**src/rtl/temporizador_mmss_pkg.sv**
```systemverilog
// Shared definitions for the mm:ss time base: state encoding, field limits
// and the default prescaler length for a 50 MHz board clock.
package temporizador_mmss_pkg;

    typedef enum logic [1:0] {
        ST_IDLE  = 2'd0,
        ST_RUN   = 2'd1,
        ST_PAUSE = 2'd2,
        ST_DONE  = 2'd3
    } estado_t;

    localparam int MAX_VAL     = 59;
    localparam int DIV_DEFAULT = 50000000;

    // Clamp a 6-bit preset field into the legal 0..MAX_VAL range.
    function automatic logic [5:0] saturar(input logic [5:0] v);
        return (v > 6'(MAX_VAL)) ? 6'(MAX_VAL) : v;
    endfunction

endpackage

```
**src/rtl/sincronizador_flanco.sv**
```systemverilog
// Two-flop synchronizer with rising-edge detect for a raw push button.
// A button already held when reset is released is ignored until it is seen low.
module sincronizador_flanco (
    input  logic clk,
    input  logic rst,
    input  logic i_boton,
    output logic o_pulso
);

    logic r_meta;
    logic r_sync;
    logic r_prev;
    logic r_vld;
    logic r_armado;

    always_ff @(posedge clk or posedge rst) begin
        if (rst) begin
            r_meta   <= 1'b0;
            r_sync   <= 1'b0;
            r_prev   <= 1'b0;
            r_vld    <= 1'b0;
            r_armado <= 1'b0;
        end else begin
            r_meta   <= i_boton;
            r_sync   <= r_meta;
            r_prev   <= r_sync;
            r_vld    <= 1'b1;
            // Arm only after a genuine post-reset low sample has been taken.
            r_armado <= r_armado | (r_vld & ~r_meta);
        end
    end

    assign o_pulso = r_sync & ~r_prev & r_armado;

endmodule

```
**src/rtl/temporizador_mmss.sv**
```systemverilog
// Minutes/seconds stopwatch and countdown timer feeding the 7-segment selector.
// Run/pause and clear come from raw buttons; carga loads a saturated preset.
module temporizador_mmss
    import temporizador_mmss_pkg::*;
#(
    parameter int DIV = DIV_DEFAULT
) (
    input  logic       clk,
    input  logic       rst,
    input  logic       btn_start,
    input  logic       btn_clear,
    input  logic       modo,
    input  logic       carga,
    input  logic [5:0] preset_min,
    input  logic [5:0] preset_seg,
    output logic [5:0] Segundos,
    output logic [5:0] Minutos,
    output logic       corriendo,
    output logic       fin,
    output logic       tick_1hz,
    output estado_t    o_estado
);

    localparam int              PW        = (DIV > 1) ? $clog2(DIV) : 1;
    localparam logic [PW-1:0]   PRESC_FIN = PW'(DIV - 1);

    logic          w_start;
    logic          w_clear;
    estado_t       r_estado;
    estado_t       w_estado_sig;
    logic [PW-1:0] r_presc;
    logic [PW-1:0] w_presc_sig;
    logic [5:0]    r_seg;
    logic [5:0]    r_min;
    logic [5:0]    w_seg_sig;
    logic [5:0]    w_min_sig;
    logic          w_tick;
    logic          w_tick_apl;
    logic          w_carga_ok;
    logic          w_cero;
    logic          r_tick;
    logic          r_corriendo;
    logic          r_fin;

    sincronizador_flanco u_sinc_start (
        .clk     (clk),
        .rst     (rst),
        .i_boton (btn_start),
        .o_pulso (w_start)
    );

    sincronizador_flanco u_sinc_clear (
        .clk     (clk),
        .rst     (rst),
        .i_boton (btn_clear),
        .o_pulso (w_clear)
    );

    assign w_tick     = (r_estado == ST_RUN) && (r_presc == PRESC_FIN);
    assign w_carga_ok = carga && ((r_estado == ST_IDLE) || (r_estado == ST_PAUSE));
    assign w_cero     = (r_seg == 6'd0) && (r_min == 6'd0);

    always_comb begin
        w_estado_sig = r_estado;
        w_presc_sig  = r_presc;
        w_seg_sig    = r_seg;
        w_min_sig    = r_min;
        w_tick_apl   = 1'b0;

        if (w_clear) begin
            w_estado_sig = ST_IDLE;
            w_presc_sig  = '0;
            w_seg_sig    = 6'd0;
            w_min_sig    = 6'd0;
        end else if (w_carga_ok) begin
            // An accepted load swallows any start pulse in the same cycle.
            w_seg_sig   = saturar(preset_seg);
            w_min_sig   = saturar(preset_min);
            w_presc_sig = '0;
        end else begin
            if (r_estado == ST_RUN) begin
                w_presc_sig = w_tick ? '0 : r_presc + 1'b1;
            end

            if (w_tick) begin
                w_tick_apl = 1'b1;
                if (!modo) begin
                    if (r_seg == 6'(MAX_VAL)) begin
                        w_seg_sig = 6'd0;
                        w_min_sig = (r_min == 6'(MAX_VAL)) ? 6'd0 : r_min + 6'd1;
                    end else begin
                        w_seg_sig = r_seg + 6'd1;
                    end
                end else if (w_cero) begin
                    w_estado_sig = ST_DONE;
                end else begin
                    if (r_seg == 6'd0) begin
                        w_seg_sig = 6'(MAX_VAL);
                        w_min_sig = r_min - 6'd1;
                    end else begin
                        w_seg_sig = r_seg - 6'd1;
                    end
                    if ((r_min == 6'd0) && (r_seg == 6'd1)) begin
                        w_estado_sig = ST_DONE;
                    end
                end
            end

            if (w_start) begin
                case (r_estado)
                    ST_IDLE:  if (!(modo && w_cero)) w_estado_sig = ST_RUN;
                    ST_RUN:   if (w_estado_sig != ST_DONE) w_estado_sig = ST_PAUSE;
                    ST_PAUSE: w_estado_sig = ST_RUN;
                    ST_DONE: begin
                        w_estado_sig = ST_IDLE;
                        w_presc_sig  = '0;
                    end
                endcase
            end
        end
    end

    always_ff @(posedge clk or posedge rst) begin
        if (rst) begin
            r_estado    <= ST_IDLE;
            r_presc     <= '0;
            r_seg       <= 6'd0;
            r_min       <= 6'd0;
            r_tick      <= 1'b0;
            r_corriendo <= 1'b0;
            r_fin       <= 1'b0;
        end else begin
            r_estado    <= w_estado_sig;
            r_presc     <= w_presc_sig;
            r_seg       <= w_seg_sig;
            r_min       <= w_min_sig;
            r_tick      <= w_tick_apl;
            r_corriendo <= (w_estado_sig == ST_RUN);
            r_fin       <= (w_estado_sig == ST_DONE);
        end
    end

    assign Segundos  = r_seg;
    assign Minutos   = r_min;
    assign tick_1hz  = r_tick;
    assign corriendo = r_corriendo;
    assign fin       = r_fin;
    assign o_estado  = r_estado;

endmodule

```
**config.mk**
```make
export PLATFORM = sky130hd
export DESIGN_NAME = temporizador_mmss
export DESIGN_NICKNAME = d
export VERILOG_FILES = /design/src/rtl/temporizador_mmss_pkg.sv /design/src/rtl/sincronizador_flanco.sv /design/src/rtl/temporizador_mmss.sv
export SDC_FILE = /design/constraint.sdc
export NUM_CORES = 1
export LEC_CHECK = 0
export ABC_AREA = 1
export CORE_UTILIZATION = 35
export CTS_BUF_LIST = sky130_fd_sc_hd__clkbuf_4 sky130_fd_sc_hd__clkbuf_8
export DETAILED_ROUTE_END_ITERATION = 8
export PLACE_DENSITY = 0.56
export SKIP_CTS_REPAIR_TIMING = 1
export SYNTH_ARGS = -nofsm -noshare
export SYNTH_HDL_FRONTEND = slang
export SYNTH_HIERARCHICAL = 1
export SYNTH_SLANG_ARGS = --single-unit
```
**constraint.sdc**
```tcl
create_clock -name clk -period 3 [get_ports clk]
set_input_delay 0.6 -clock clk [delete_from_list [all_inputs] [get_ports clk]]
set_output_delay 0.6 -clock clk [all_outputs]
set_load 0.01 [all_outputs]
```
* Word level (Yosys, flattened, before mapping)
Index checks and enable logic that the tools add are counted.
Widths: inputs -> output; s select.
** Word-level totals
- Memory bits (writable) :: 0
- Latch bits :: 0
- Memory bits (read-only) :: 0
- Memories kept :: 0
- Bits in registers :: 52
- Word-level logic and storage cells :: 98
- Bits of input ports :: 18
** Cells by class
- Order comparisons :: 2
- Div/mod/pow operators :: 0
- Reductions and logical operators :: 13
- Shift-type cells :: 0
- Multipliers :: 0
- $add $sub $neg :: 5
- Eq/ne operators :: 12
- Bitwise logic cells :: 12
- Muxes and demuxes :: 38
** Operators with widths (number)
- $mux 26 :: 6
- $mux 6 :: 17
- $add 26x1->26 const B :: 1
- $eq 26x26->1 const B :: 1
- $mux 2 :: 11
- $add 6x1->6 const B :: 2
- $eq 6x6->1 const B :: 2
- $gt 6x6->1 const B :: 2
- $logic_not 6->1 :: 2
- $sub 6x1->6 const B :: 2
- $pmux 2 s4 :: 1
- $and 1x1->1 :: 6
- $eq 2x2->1 const B :: 3
- $eq 6x1->1 const B :: 1
- $logic_and 1x1->1 :: 5
- $eq 2x1->1 const B :: 2
- $ne 4x1->1 const B :: 1
- $ne 4x3->1 const B :: 1
- $not 1->1 :: 4
- $reduce_and 4->1 :: 1
- $reduce_bool 4->1 :: 1
- $mux 1 :: 3
- $reduce_bool 3->1 :: 1
- $logic_not 2->1 :: 1
- other kinds (4) :: 5

* Longest topological paths before layout
Gate-level depths: netlist of run 1.
- Depth after elaboration :: 15
- Depth in mapped cells :: 13

* Hierarchy
Netlist of run 1, hierarchy kept.
** By module, submodules not included
- temporizador_mmss :: instances 1, sequential area each 1076.0 sq um, area an instance 3054.2 sq um, cells an instance 462
- sincronizador_flanco :: instances 2, sequential area each 125.1 sq um, area an instance 157.7 sq um, cells an instance 13

* Worst setup path after synthesis of run 1
No wires, ideal clock.
- Path type :: input-to-reg
- From :: input modo
- To :: register r_corriendo (netlist: corriendo)
- Setup time :: 0.121 ns
- Setup slack :: 1.406 ns
- Data required time :: 2.879 ns
- Stages :: 8
- Arrival :: 1.473 ns
- Path through :: buf_2 > nand2_1 > nor2_1 > nand3_1 > o21ai_0 > nand2_1 > a21oi_1 > nor2_1
** Between the ends
- Word-level cells in the longest chain between the ends :: 11
- Elaborated cells on any way between the ends :: 13
** RTL lines
- from (decl) :: RTL line temporizador_mmss.sv:12 : input logic modo,
- $mux 2 :: RTL line temporizador_mmss.sv:87 : if (!modo) begin
- $mux 2 :: RTL line temporizador_mmss.sv:85 : if (w_tick) begin
- $mux 2 :: RTL line temporizador_mmss.sv:75 : end else if (w_carga_ok) begin
- $mux 2 :: RTL line temporizador_mmss.sv:70 : if (w_clear) begin
- $ne 2x2->1 :: RTL line temporizador_mmss.sv:112 : ST_RUN: if (w_estado_sig != ST_DONE) w_estado_sig = ST_PAUSE;
- $mux 2 :: RTL line temporizador_mmss.sv:112
- $pmux 2 s4 :: RTL line temporizador_mmss.sv:110 : case (r_estado)
- $mux 2 (*) :: RTL line temporizador_mmss.sv:109 : if (w_start) begin
- $mux 2 (*) :: RTL line temporizador_mmss.sv:75
- $mux 2 (*) :: RTL line temporizador_mmss.sv:70
- net w_estado_sig[1] :: RTL line temporizador_mmss.sv:30 : estado_t w_estado_sig;
- $eq 2x1->1 (*) :: RTL line temporizador_mmss.sv:138 : r_corriendo <= (w_estado_sig == ST_RUN);
- to (signal assigned) :: RTL line temporizador_mmss.sv:138
- to (decl) :: RTL line temporizador_mmss.sv:42 : logic r_corriendo;
Mark *: on every way through the listed nets, which the timed path passes. The rest lies on a longest branch. The select of a mux whose other input is x is not followed.
A chain may end at the register's enable or synchronous reset.

* Worst setup path after layout of run 1
- From :: input carga
- To :: register r_min[1] (netlist: Minutos[1])
** Between the ends
- Word-level cells in the longest chain between the ends :: 3
- Elaborated cells on any way between the ends :: 8
** RTL lines
- from (decl) :: RTL line temporizador_mmss.sv:13 : input logic carga,
- $logic_and 1x1->1 (*) :: RTL line temporizador_mmss.sv:60 : assign w_carga_ok = carga && ((r_estado == ST_IDLE) || (r_estado == ST_PAUSE));
- $ne 4x1->1 (no line) (tied with other cells)
- $reduce_and 4->1 (no line) or $mux 6 (tied branches)
- to (signal assigned) :: RTL line temporizador_mmss.sv:136 : r_min <= w_min_sig;
- to (decl) :: RTL line temporizador_mmss.sv:34 : logic [5:0] r_min;
Mark *: on every way between the ends. The rest lies on a longest branch, timed or not.

==> impl_metrics.ini, run 1 <==
[cts]
clock_path_buffers = 2
cts_buffers = 5
cts_tree = built
clk_root_buffer_cell = clkbuf_8
ctsHtreeMaxLevel = 2
cts.sinks = 53
path_clk_slew_ns = 0.11
clk_latency_ns = 0.32

[routing]
routed_wl_um = 8140
drc = 0
vias = 3153
drtIter0Drc = 168
drt_first_pass_iters = 4
avgViaCountPerCell = 4.84
routedWlPerCell_um = 12.5
drtAntennaViolNets = 0

[min_path]
holdPathStages = 0
hold_class = flop to flop
hold_path_end = u_sinc_clear/r_prev
hp-start = u_sinc_clear/r_sync

[synth]
synth_mux_area_share_pct = 0
yosys.area_share.adder_pct = 2.97
synth-compound-area-share_pct = 9.13
synth-xor-area-share_pct = 2.86
syn_nets = 514
avgSynthCellArea_um2 = 6.90
syn_area_um2 = 3370
ys_seq_elements = 53
synth_seq_area_share_pct = 39.4
yosys_warnings = 6
synth_top_family_by_area = simple AND/OR/NAND/NOR gates
synth_cell_types = 34
yosys.area_share.simple_pct = 36.9
netlist_instances = 488

[critical_path]
crit-reg2reg-capture = Minutos[1]
crit_path_end_kind = flop
cp_max_fo = 23
worstRegToRegCells = 5
crit_type = input port to flop
cp.arrival_ns = 2.34
r2r_slack_ns = 1.15
startpoint_type = input port
reg2reg_from = o_estado[0]
worstPathRequired_ns = 3.26

[timing]
finalWorstSetupSlack_ns = 0.921
max_freq_mhz = 481
finalClockSkew_ns = 0.0139
final-hold-violation-count = 0
drv_slew = 0
setup_viol = 0
rsz0062_at_grt = false
setup-tns-final_ns = 0
finalCritPeriodShare_pct = 69.3
worst_pin_slew_ns = 0.652
period_needed_ns = 2.08
slew_headroom_pct = 56.5

[placement]
dp_hpwl_um = 6140
post_dp_cell_area_um2 = 3840
post-place-ws_ns = 0.517
port_buffers = 34
gp_congestion = 0.878

[finish]
drive_above_1_share_pct = 6.70
syn_to_final_growth_pct = 16.8
nNetsFinal = 547
final_cell_mix = nand2_1, nor2_1, inv_1, dfrtp_1, nand3_1
diodes = 0
fin_area_um2 = 3940
final_common_cell = nand2_1
fillers = 1002

[die]
dieArea_um2 = 10000
fp-row-count = 35
core_um2 = 9280
start_util_pct = 36.3
io-pin-count = 35
die_w_um = 100
die_y_um = 100

[power]
ir_drop_uv = 175
p_leak_nw = 1.87
power.density_cell_area_nw_per_um2 = 562

[global_route]
gr-usage-all-layers_pct = 17.6
grt_pass1_wl_um = 14300
antenna_found_initial = 0
grt_max_degree = 44
grt_pass1_vias = 3072
grt_overflow_total = 0

[run]
drv_cap = 0

[status]
outcome = complete, no violations
## per-stage QoR
step	hold slack, ns	util [%]	power (mW)	cells
final	0.387	42.4	2.21	651
after global routing	0.398	42.4	2.39	651
after CTS	0.389	42.4	2.23	651
after detailed placement	0.362	41.4	1.79	643
after global placement	0.357	41.4	1.78	643
after floorplan	0.354	-	1.48	488
## sequential cells by signal, indices dropped and copies added, names as in the netlist
register	count
u_sinc_start/r_armado	1
r_presc	26
u_sinc_clear/r_meta	1
u_sinc_start/r_meta	1
u_sinc_start/r_prev	1
o_estado	2
u_sinc_clear/r_armado	1
tick_1hz	1
u_sinc_clear/r_prev	1
u_sinc_clear/r_vld	1
u_sinc_start/r_vld	1
Minutos	6
Segundos	6
u_sinc_clear/r_sync	1
fin	1
u_sinc_start/r_sync	1
corriendo	1
## worst max path at each step
| stage | start | endpoint | slack [ns] |
|---|---|---|---|
| 6_report | carga | Minutos[1] | 0.92 |
| 3_5_place_dp | carga | Minutos[1] | 0.52 |
| 5_1_grt | carga | Minutos[1] | 0.76 |
| 4_1_cts | carga | Minutos[1] | 0.86 |
| 2_1_floorplan | rst | Minutos[0] | 1.40 |
| 3_3_place_gp | carga | Minutos[1] | 0.55 |
## cell usage after synthesis, drive strengths merged
cell type	number	share of area [%]
dfrtp	53	39
clkbuf	5	0.59
o21a	3	0.67
buf	5	0.74
and2	1	0.19
nor2	75	9.5
nand3	36	5.5
a31o	1	0.26
nor3b	2	0.45
o21ai	25	3.7
nand3b	1	0.22
a221oi	1	0.26
xor2	9	2.3
nor3	16	2.4
conb	2	0.22
inv	65	7.2
ha	8	3.0
or2	3	0.56
xnor2	2	0.52
o21bai	1	0.22
a21o	2	0.45
o22ai	2	0.37
a21oi	20	3.0
nand2	135	15
o211ai	1	0.22
nand4	14	2.8
## cell families (layout without fill, tap and decap cells)
group | Yosys count | after routing
buffers and inverters | 75 | 109
adder cells (fa/ha/maj) | 8 | 8
other | 2 | 2
XOR/XNOR | 11 | 11
AO/OA/AOI/OAI | 56 | 56
flip-flops | 53 | 53
AND/OR/NAND/NOR | 283 | 283
## layout make-up
type	instances	area [µm²]	share of cell area (%)
multi-input cells	360	1750	44.6
clock inverters	3	25.0	0.636
repair buffers	36	355	9.03
clock buffers	5	68.8	1.75
flip-flops and latches	53	1330	33.7
well taps	129	161	4.10
inverters	65	244	6.20
## report_power, final
group	internal [mW]	total, mW	switching, mW
sequential	0.793	0.944	0.151
clock	0.171	0.434	0.263
combinational	0.374	0.836	0.462
total	1.34	2.21	0.876
## worst max-delay path, cell delays in order
cell and delay (ns):
clkdlybuf4s50_1 0.45, inv_1 0.04, nor2_2 0.23, inv_1 0.36, a221oi_1 0.47, nand2_1 0.10, o21ai_1 0.07
## routing by layer
layer	part of all wire, %	global-route usage (%)	vias to the layer above
met2	45	29.0	58
met5	0	0	-
met4	1.3	4.68	0
met3	3.7	2.51	10
li1	-	-	1614
met1	50	24.3	1471
No activity file was read; power rests on OpenSTA's default activity.
==> run 2: changes to the inputs <==
==> constraint.sdc (replaced) <==
create_clock -name clk -period 2 [get_ports clk]
set_input_delay 0.4 -clock clk [delete_from_list [all_inputs] [get_ports clk]]
set_output_delay 0.4 -clock clk [all_outputs]
set_load 0.01 [all_outputs]
==> impl_metrics.ini, run 2 (same netlist as run 1, synthesis figures left out) <==
[power]
internal-power_mw = 2.12
swShare_pct = 37.3
total_power_mw = 3.38
p_leak_nw = 1.95
pwr-share-comb_pct = 40.2
ir_drop_uv = 280
p_seq_share_pct = 40.4
switching_power_mw = 1.26
clkPwrFrac_pct = 19.4
power.density_cell_area_nw_per_um2 = 831

[routing]
routed_wl_um = 8220
vias = 3166
drtAntennaViolNets = 0
drc = 0
avgViaCountPerCell = 4.75
wl_met3_um = 256
met2RoutedLength_um = 3790
drt_first_pass_iters = 4
met1_length_um = 4080
routedWlPerCell_um = 12.3
drtIter0Drc = 193
dr.max_layer_used = met4

[die]
dieArea_um2 = 10000
io-pin-count = 35
core_um2 = 9280
start_util_pct = 36.3
die_y_um = 100
die_w_um = 100
fp-row-count = 35

[critical_path]
max_stage_delay_ns = 0.61
reg2reg_from = Minutos[1]
crit_type = flop to output port
cpMaxStageDelayCell = clkdlybuf4s50_1
worstPathRequired_ns = 1.60
startpoint = Segundos[2]
worstRegToRegCells = 11
r2r_slack_ns = 0.18
path_depth = 1
cp.arrival_ns = 1.48
crit-reg2reg-capture = Segundos[4]
path_cells = clkdlybuf4s50_1
crit_path_end_kind = output port
startpoint_type = flop
crit_buf_inv = 1
cp_max_fo = 10
critPathTopFamily = buffers and inverters

[timing]
rsz0062_at_grt = false
worst_pin_slew_ns = 0.547
finalClockSkew_ns = 0.0124
slew_headroom_pct = 63.5
setup_viol = 0
finalCritPeriodShare_pct = 93.8
drv_slew = 0
period_needed_ns = 1.88
max_freq_mhz = 533
setup-tns-final_ns = 0
final-hold-violation-count = 0

[global_route]
antenna_found_initial = 0
grt_overflow_total = 0
grt_pass1_vias = 3173
grt_pass1_wl_um = 14400
grt_max_degree = 44
gr-usage-all-layers_pct = 17.7

[status]
outcome = complete, no violations

[placement]
gp_congestion = 0.824
port_buffers = 34
dp_hpwl_um = 6320
post_dp_cell_area_um2 = 3950
dpl.cell_count = 656

[finish]
largest_reg_flops = 26
top_register = r_presc
drive_above_1_share_pct = 9.31
fin_area_um2 = 4070
final_common_cell = nand2_1
final_cell_mix = nand2_1, nor2_1, inv_1, dfrtp_1, nand3_1
fillers = 968
diodes = 0
nNetsFinal = 562
utilization_pct = 43.8
syn_to_final_growth_pct = 20.7
instances_no_fill = 666

[cts]
clk_root_buffer_cell = clkbuf_8
clk_latency_ns = 0.30
clock_path_buffers = 2
ctsHtreeMaxLevel = 2
cts_tree = built
path_clk_slew_ns = 0.10
cts.sinks = 53
cts_buffers = 5

[run]
drv_cap = 0

[min_path]
hold_class = input port to async pin
==> run 2: cell types whose count changed in the layout (fill, tap and decap cells not counted), sizes merged <==
cell and delta:
clkbuf +2, inv -2, clkinv +1, clkinvlp -1, buf +15
==> run 2: routing by layer <==
metal | vias to the layer above | track usage (%)
li1 | 1639 | -
met1 | 1461 | 23.1
met2 | 60 | 31.0
met3 | 6 | 2.16
met4 | 0 | 4.79
met5 | - | 0
==> run 2: area by class of cell <==
| class | count | area, µm² | share of cell area (%) |
|---|---|---|---|
| clock buffers | 7 | 96.3 | 2.37 |
| clock inverters | 1 | 5.00 | 0.123 |
| inverters | 65 | 244 | 6.00 |
| multi-input cells | 360 | 1750 | 43.1 |
| flip-flops and latches | 53 | 1330 | 32.6 |
| well taps | 129 | 161 | 3.97 |
| repair buffers | 51 | 480 | 11.8 |
==> run 2: worst max path at each step <==
stage,endpoint,slack (ns)
after floorplan,corriendo,0.45
after detailed placement,Segundos[4],0.02
after CTS,Segundos[2],0.13
after global placement,Segundos[3],0.04
after global routing,r_presc[25],0.03
final,Segundos[2],0.12
==> run 2: per-stage QoR <==
step / worst slack [ns] / hold WS (ns)
6_report: 0.125 / 0.353
2_1_floorplan: 0.452 / 0.179
3_3_place_gp: 0.0407 / 0.357
4_1_cts: 0.129 / 0.345
5_1_grt: 0.0279 / 0.379
3_5_place_dp: 0.0205 / 0.363
==> run 2: power groups by stage <==
stage / Clock [mW] / Sequential (mW) / Combinational, mW
final: 0.654 / 1.37 / 1.36
after floorplan: 0 / 1.37 / 0.850
after CTS: 0.687 / 1.36 / 1.36
after global routing: 0.727 / 1.39 / 1.54
after detailed placement: 0 / 1.38 / 1.36
after global placement: 0 / 1.38 / 1.34
